--- src/rtl/pedal_pkg.sv ---
// Shared types and defaults for the pedal sample-memory path.
package pedal_pkg;

  localparam int unsigned DLS_DATA_W        = 16;
  localparam int unsigned DLS_ADDR_W        = 16;
  localparam int unsigned DLS_ONCHIP_RD_LAT = 1;

  typedef enum logic [2:0] {
    IDLE,
    WRITE,
    READ,
    READ_WAIT,
    DONE
  } dls_state_t;

endpackage

--- src/rtl/delay_line_sequencer_if.sv ---
// Sample-memory bus between the delay-line sequencer and the on/off-chip memory.
interface delay_line_sequencer_if #(
  parameter int unsigned DATA_W = 16,
  parameter int unsigned ADDR_W = 16
);
  logic              memory_we;
  logic              mem_re;
  logic [ADDR_W-1:0] address_out;
  logic [DATA_W-1:0] data_out;
  logic [DATA_W-1:0] mem_rdata;
  logic              off_chip_mem_ready;

  modport master (
    output memory_we, mem_re, address_out, data_out,
    input  mem_rdata, off_chip_mem_ready
  );

  modport slave (
    input  memory_we, mem_re, address_out, data_out,
    output mem_rdata, off_chip_mem_ready
  );
endinterface

--- src/rtl/delay_line_sequencer_adc_edge_sync.sv ---
// Brings adc_clock into the clk domain and emits a one-cycle pulse per rising edge.
module adc_edge_sync (
  input  logic clk,
  input  logic rst_n,
  input  logic adc_clock,
  output logic adc_edge
);
  logic sync1, sync2, sync3;

  always_ff @(posedge clk) begin
    if (!rst_n) begin
      sync1    <= 1'b0;
      sync2    <= 1'b0;
      sync3    <= 1'b0;
      adc_edge <= 1'b0;
    end else begin
      sync1    <= adc_clock;
      sync2    <= sync1;
      sync3    <= sync2;
      adc_edge <= sync2 & ~sync3;
    end
  end
endmodule

--- src/rtl/delay_line_sequencer.sv ---
// Per-sample write/read sequencer for the delay, reverb and looper sample memory.
module delay_line_sequencer
  import pedal_pkg::*;
#(
  parameter int unsigned DATA_W        = DLS_DATA_W,
  parameter int unsigned ADDR_W        = DLS_ADDR_W,
  parameter int unsigned ONCHIP_RD_LAT = DLS_ONCHIP_RD_LAT
) (
  input  logic                  clk,
  input  logic                  rst_n,
  input  logic                  adc_clock,
  input  logic                  record,
  input  logic                  loop,
  input  logic                  off_chip_mem,
  input  logic [15:0]           delay_reverb,
  input  logic [DATA_W-1:0]     data_in,
  delay_line_sequencer_if.master mem,
  output logic [DATA_W-1:0]     sample_out,
  output logic                  sample_valid,
  output logic                  overrun,
  output logic                  busy
);

  dls_state_t state, next_state;

  logic              adc_edge;
  logic [DATA_W-1:0] sample_q;
  logic              rec_q, loop_q, loop_prev;
  logic [15:0]       dly_q;
  logic [ADDR_W-1:0] wr_ptr, play_ptr, loop_base;
  logic [15:0]       play_cnt;
  logic [7:0]        lat_cnt;
  logic [ADDR_W-1:0] addr_hold, addr_c;
  logic [DATA_W-1:0] data_hold, data_c;
  logic              we_c, re_c, rd_done;
  logic [ADDR_W-1:0] entry_ptr;

  adc_edge_sync u_sync (
    .clk       (clk),
    .rst_n     (rst_n),
    .adc_clock (adc_clock),
    .adc_edge  (adc_edge)
  );

  assign entry_ptr = wr_ptr - ADDR_W'(delay_reverb);

  always_comb begin
    next_state = state;
    we_c       = 1'b0;
    re_c       = 1'b0;
    addr_c     = addr_hold;
    data_c     = data_hold;
    rd_done    = 1'b0;
    case (state)
      IDLE: begin
        if (adc_edge) next_state = (record && !loop) ? WRITE : READ;
      end
      WRITE: begin
        we_c   = 1'b1;
        addr_c = wr_ptr;
        data_c = sample_q;
        if (!off_chip_mem || mem.off_chip_mem_ready) next_state = READ;
      end
      READ: begin
        re_c       = 1'b1;
        addr_c     = loop_q ? play_ptr : (wr_ptr - ADDR_W'(dly_q));
        next_state = READ_WAIT;
      end
      READ_WAIT: begin
        if (off_chip_mem ? mem.off_chip_mem_ready
                         : (lat_cnt == 8'(ONCHIP_RD_LAT - 1))) begin
          rd_done    = 1'b1;
          next_state = DONE;
        end
      end
      DONE:    next_state = IDLE;
      default: next_state = IDLE;
    endcase
  end

  assign mem.memory_we   = we_c;
  assign mem.mem_re      = re_c;
  assign mem.address_out = addr_c;
  assign mem.data_out    = data_c;
  assign sample_valid    = (state == DONE);
  assign busy            = (state != IDLE);

  always_ff @(posedge clk) begin
    if (!rst_n) begin
      state      <= IDLE;
      sample_q   <= '0;
      rec_q      <= 1'b0;
      loop_q     <= 1'b0;
      loop_prev  <= 1'b0;
      dly_q      <= '0;
      wr_ptr     <= '0;
      play_ptr   <= '0;
      loop_base  <= '0;
      play_cnt   <= '0;
      lat_cnt    <= '0;
      addr_hold  <= '0;
      data_hold  <= '0;
      sample_out <= '0;
      overrun    <= 1'b0;
    end else begin
      state     <= next_state;
      addr_hold <= addr_c;
      data_hold <= data_c;

      if (adc_edge && state != IDLE) overrun <= 1'b1;

      if (state == IDLE && adc_edge) begin
        sample_q  <= data_in;
        rec_q     <= record && !loop;
        loop_q    <= loop;
        dly_q     <= delay_reverb;
        loop_prev <= loop;
        if (loop && !loop_prev) begin
          loop_base <= entry_ptr;
          play_ptr  <= entry_ptr;
          play_cnt  <= '0;
        end
      end

      lat_cnt <= (state == READ_WAIT) ? lat_cnt + 8'd1 : 8'd0;

      if (rd_done) sample_out <= mem.mem_rdata;

      // play_cnt is the offset into the loop; play_ptr tracks loop_base + play_cnt
      // so playback restarts at the loop start once the offset reaches the loop length.
      if (state == DONE) begin
        if (rec_q) wr_ptr <= wr_ptr + ADDR_W'(1);
        if (loop_q) begin
          if (({1'b0, play_cnt} + 17'd1) >= {1'b0, dly_q}) begin
            play_cnt <= '0;
            play_ptr <= loop_base;
          end else begin
            play_cnt <= play_cnt + 16'd1;
            play_ptr <= play_ptr + ADDR_W'(1);
          end
        end
      end
    end
  end

endmodule

--- src/flat_wrapper.sv ---
// flat-port wrapper written by rule: the top's interface ports become plain ports
module delay_line_sequencer_flat import pedal_pkg::*;
#(
  parameter int unsigned DATA_W        = DLS_DATA_W,
  parameter int unsigned ADDR_W        = DLS_ADDR_W,
  parameter int unsigned ONCHIP_RD_LAT = DLS_ONCHIP_RD_LAT
)
  (clk, rst_n, adc_clock, record, loop, off_chip_mem, delay_reverb, data_in, sample_out, sample_valid, overrun, busy, mem_memory_we, mem_mem_re, mem_address_out, mem_data_out, mem_mem_rdata, mem_off_chip_mem_ready);
  delay_line_sequencer_if #(.DATA_W(DATA_W), .ADDR_W(ADDR_W)) mem_i ();
  input  logic clk;
  input  logic rst_n;
  input  logic adc_clock;
  input  logic record;
  input  logic loop;
  input  logic off_chip_mem;
  input  logic [15:0] delay_reverb;
  input  logic [DATA_W-1:0] data_in;
  output logic [DATA_W-1:0] sample_out;
  output logic sample_valid;
  output logic overrun;
  output logic busy;
  output wire logic [$bits(mem_i.memory_we)-1:0] mem_memory_we;
  output wire logic [$bits(mem_i.mem_re)-1:0] mem_mem_re;
  output wire logic [$bits(mem_i.address_out)-1:0] mem_address_out;
  output wire logic [$bits(mem_i.data_out)-1:0] mem_data_out;
  input wire logic [$bits(mem_i.mem_rdata)-1:0] mem_mem_rdata;
  input wire logic [$bits(mem_i.off_chip_mem_ready)-1:0] mem_off_chip_mem_ready;
  assign mem_memory_we = mem_i.memory_we;
  assign mem_mem_re = mem_i.mem_re;
  assign mem_address_out = mem_i.address_out;
  assign mem_data_out = mem_i.data_out;
  assign mem_i.mem_rdata = mem_mem_rdata;
  assign mem_i.off_chip_mem_ready = mem_off_chip_mem_ready;
  delay_line_sequencer #(.DATA_W(DATA_W), .ADDR_W(ADDR_W), .ONCHIP_RD_LAT(ONCHIP_RD_LAT)) u_core (.clk(clk), .rst_n(rst_n), .adc_clock(adc_clock), .record(record), .loop(loop), .off_chip_mem(off_chip_mem), .delay_reverb(delay_reverb), .data_in(data_in), .mem(mem_i), .sample_out(sample_out), .sample_valid(sample_valid), .overrun(overrun), .busy(busy));
endmodule
--- config.mk ---
export PLATFORM = sky130hd
export DESIGN_NAME = delay_line_sequencer_flat
export DESIGN_NICKNAME = d
export VERILOG_FILES = /design/src/rtl/pedal_pkg.sv /design/src/rtl/delay_line_sequencer_if.sv /design/src/rtl/delay_line_sequencer_adc_edge_sync.sv /design/src/rtl/delay_line_sequencer.sv /design/src/flat_wrapper.sv
export SDC_FILE = /design/constraint.sdc
export NUM_CORES = 1
export LEC_CHECK = 0
export CORE_MARGIN = 2
export CORE_UTILIZATION = 40
export CTS_BUF_LIST = sky130_fd_sc_hd__clkbuf_4 sky130_fd_sc_hd__clkbuf_8
export CTS_CLUSTER_SIZE = 8
export DETAILED_ROUTE_END_ITERATION = 6
export GPL_ROUTABILITY_DRIVEN = 0
export PLACE_DENSITY = 0.59
export SYNTH_ARGS = -nofsm -noshare
export SYNTH_HDL_FRONTEND = slang
export SYNTH_SLANG_ARGS = --single-unit
--- constraint.sdc ---
create_clock -name clk -period 4 [get_ports clk]
set_input_delay 0.8 -clock clk [delete_from_list [all_inputs] [get_ports clk]]
set_output_delay 0.8 -clock clk [all_outputs]
set_load 0.03 [all_outputs]
==> summary.txt <==
Floorplan
  – Die Area: 24,320 µm²
  – Site Rows: 55
  – Ports: 108
  – Die width: 156.0 µm
  – Die Height: 156.0 µm
  – Core region area: 22,640 µm²
  – Initial Util: 0.4080

Timing
  – Final period util: 0.9523
  – Fin worst setup slack: 0.1909 ns
  – Rel. slew slack: 0.3090
  – TNS Setup: 0 ns
  – Fmax: 0.2625 GHz
  – Clk_skew: 0.02421 ns
  – Final Hold Viols: 0
  – Worst-margin pin slew: 1.033 ns
  – Pins Over Slew Limit: 0
  – Unrepaired setup endpoints after global routing: yes
  – Final setup fails: 0
  – Minimum clock period: 3.809 ns

GRT
  – Vias in the first global route: 7,979
  – First-pass GRT wire length: 43.28 mm
  – Maximum number of pins on one net before global-route repair: 49
  – Initial antenna violation count: 0
  – GRT overflow: 0
  – GRT Total Usage: 0.2265

Power and ir drop
  – Pleak: 4.426 nW
  – Power density cells: approximately 310 nW/µm²
  – Worst ir drop on vdd: 211.5 µV

Detailed routing
  – Pre-Repair DR Iteration Count: 6
  – Drt via density: 5.529
  – DRC Markers: 0
  – Post-route ant nets: 0
  – Vias: 8,438
  – Initial drt markers: 656
  – Routed wire length: 27.54 mm
  – Per-cell routed wire length: roughly 18 µm

Synthesis
  – Ys flop type: dfxtp_1
  – Syn. warnings: 0
  – Mapped cell area: 9236 µm²
  – Synthesized net count: about 1,200
  – Number of enable flip-flop cells after synthesis: 0
  – Synthesized flop and latch total: 162
  – Synth unique cells: 79
  – Async set-reset flop share out of synthesis: 0
  – Mapped Cells: 1,117
  – Sequential fraction of the synthesis area: 0.3511
  – Synth Area per Inst: 8.269 µm²

Final layout
  – Final net count: 1,336
  – Share of layout cells above drive strength 1: 0.09750
  – Synthesis-to-finish area growth: 20.97%
  – N_diodes: 0
  – Filler cell count: 2,244

Critical path
  – Critical Path Start Type: register
  – Crit Path Max Fanout: 3
  – Worst EP arrival: 3.01 ns
  – CP Capture Type: primary output
  – Crit Path Category: reg -> out
  – Worst path required time: 3.20 ns
  – Flop-to-flop setup slack: 0.21 ns

Placement
  – IO Port Bufs: 107
  – Dpl ws: 0.1032 ns
  – DPL Wire Length: 20.14 mm

CTS
  – Clock latency on the worst-skew pair: 0.47 ns
  – CTS clk-pin slew, worst paths: 0.11 ns
  – Root Buffer: clkbuf_8
  – Post-CTS Hold Buffers: 0
  – H-tree Lvls: 4
  – Clock Path Buffers: 2
  – Num Clock Sinks: ~160
  – CTS tree: done
  – Total CTS buffers: 17

Hold path
  – Worst Hold Class: reg -> reg

Run status
  – Status: completed

Job
  – Number of max-cap violations: 0
==> state kept, by name (all words and copies together) (netlist names), 3 cells and up <==
name	cells
u_core.sample_q	16
u_core.wr_ptr	16
u_core.state	3
u_core.play_cnt	16
u_core.loop_base	16
u_core.lat_cnt	8
u_core.addr_hold	16
u_core.data_hold	16
u_core.play_ptr	16
u_core.dly_q	16
u_core.sample_out	16
==> what timing repair did <==
action,CTS,global route
gates cloned,0,1
buffers inserted,0,1
endpoints found under the setup margin,7,19
pin swaps,0,2
resized for setup,8,15
==> synthesized netlist by cell type (17+ instances only) <==
cell / count / area share
xnor2_1: 29 / 0.027
a21oi_1: 87 / 0.047
ha_1: 51 / 0.069
a31oi_1: 26 / 0.018
and3_1: 17 / 0.012
xor2_1: 30 / 0.028
nand2_1: 155 / 0.063
nand3_1: 37 / 0.020
mux2_2: 17 / 0.021
mux2i_1: 32 / 0.035
inv_1: 42 / 0.017
dfxtp_1: 162 / 0.35
nor2_1: 83 / 0.034
clkbuf_1: 36 / 0.015
and2_1: 33 / 0.022
o21ai_0: 36 / 0.020
==> path summary, 6_finish.rpt <==
check | depth (start not counted) | from | to
max | 9 | u_core.dly_q[1] | mem_address_out[15]
min | 1 | u_core.u_sync.sync3 | u_core.u_sync.adc_edge
max reg2reg | 13 | u_core.play_cnt[0] | u_core.play_ptr[5]
min reg2reg | 1 | u_core.u_sync.sync3 | u_core.u_sync.adc_edge
==> critical path, stage by stage (launching register included) <==
cell	delay (ns)
dfxtp_1	0.39
inv_1	0.09
ha_1	0.26
nor2b_1	0.16
o31ai_2	0.32
a21oi_1	0.16
or2_1	0.29
mux2i_1	0.14
or4_1	0.54
clkbuf_2	0.20
==> routing by layer <==
layer | part of all wire | global-route usage | vias to the layer above
met3 | 0.059 | 0.04750 | 34
met4 | 0.024 | 0.07077 | 0
met1 | 0.47 | 0.3072 | 3963
li1 | - | - | 4206
met5 | 0 | 0 | -
met2 | 0.45 | 0.3620 | 235
==> cell type report <==
cell class	instances	area, µm²	area share
clock inverters	15	209.0	0.01870
inverters	44	165.2	0.01478
flip-flops and latches	162	3244	0.2904
repair buffers	146	1339	0.1198
clock buffers	17	234.0	0.02094
well taps	285	356.6	0.03191
multi-input cells	857	5625	0.5035
==> power by group <==
group	leakage, nW	switching, mW	internal, mW
sequential	1.31	0.0222	1.64
clock	0.215	0.789	0.491
combinational	2.90	0.314	0.213
==> stage by stage <==
stage	cell area, µm²	hold WS [ns]	utilization	cells	power, mW
global route	11170	0.4138	0.4935	1526	3.614
global placement	10710	0.3720	0.4730	1492	2.221
floorplan	9236	0.3674	-	1117	2.017
CTS	11150	0.3993	0.4924	1524	3.502
detailed placement	10710	0.3819	0.4730	1492	2.222
finish	11170	0.3933	0.4935	1526	3.468
==> cell families after synthesis <==
group	synth area share
adder cells (fa/ha/maj)	0.07342
XOR/XNOR	0.05595
AND/OR/NAND/NOR	0.2299
AO/OA/AOI/OAI	0.1899
multiplexers	0.05540
flip-flops	0.3511
buffers and inverters	0.04430
==> cell usage in the layout (no fill, tap or decap), types with 17 or more instances in the layout <==
master             n
a31oi_1           26
nand2_1          155
buf_4             39
a21oi_1           87
xor2_1            30
ha_1              51
xnor2_1           29
and3_1            17
clkbuf_8          17
mux2i_1           32
and2_1            33
inv_1             42
o21ai_0           36
nand3_1           37
dfxtp_1          161
nor2_1            83
clkdlybuf4s50_1   96
mux2_2            17
No activity file was read; power rests on OpenSTA's default activity.
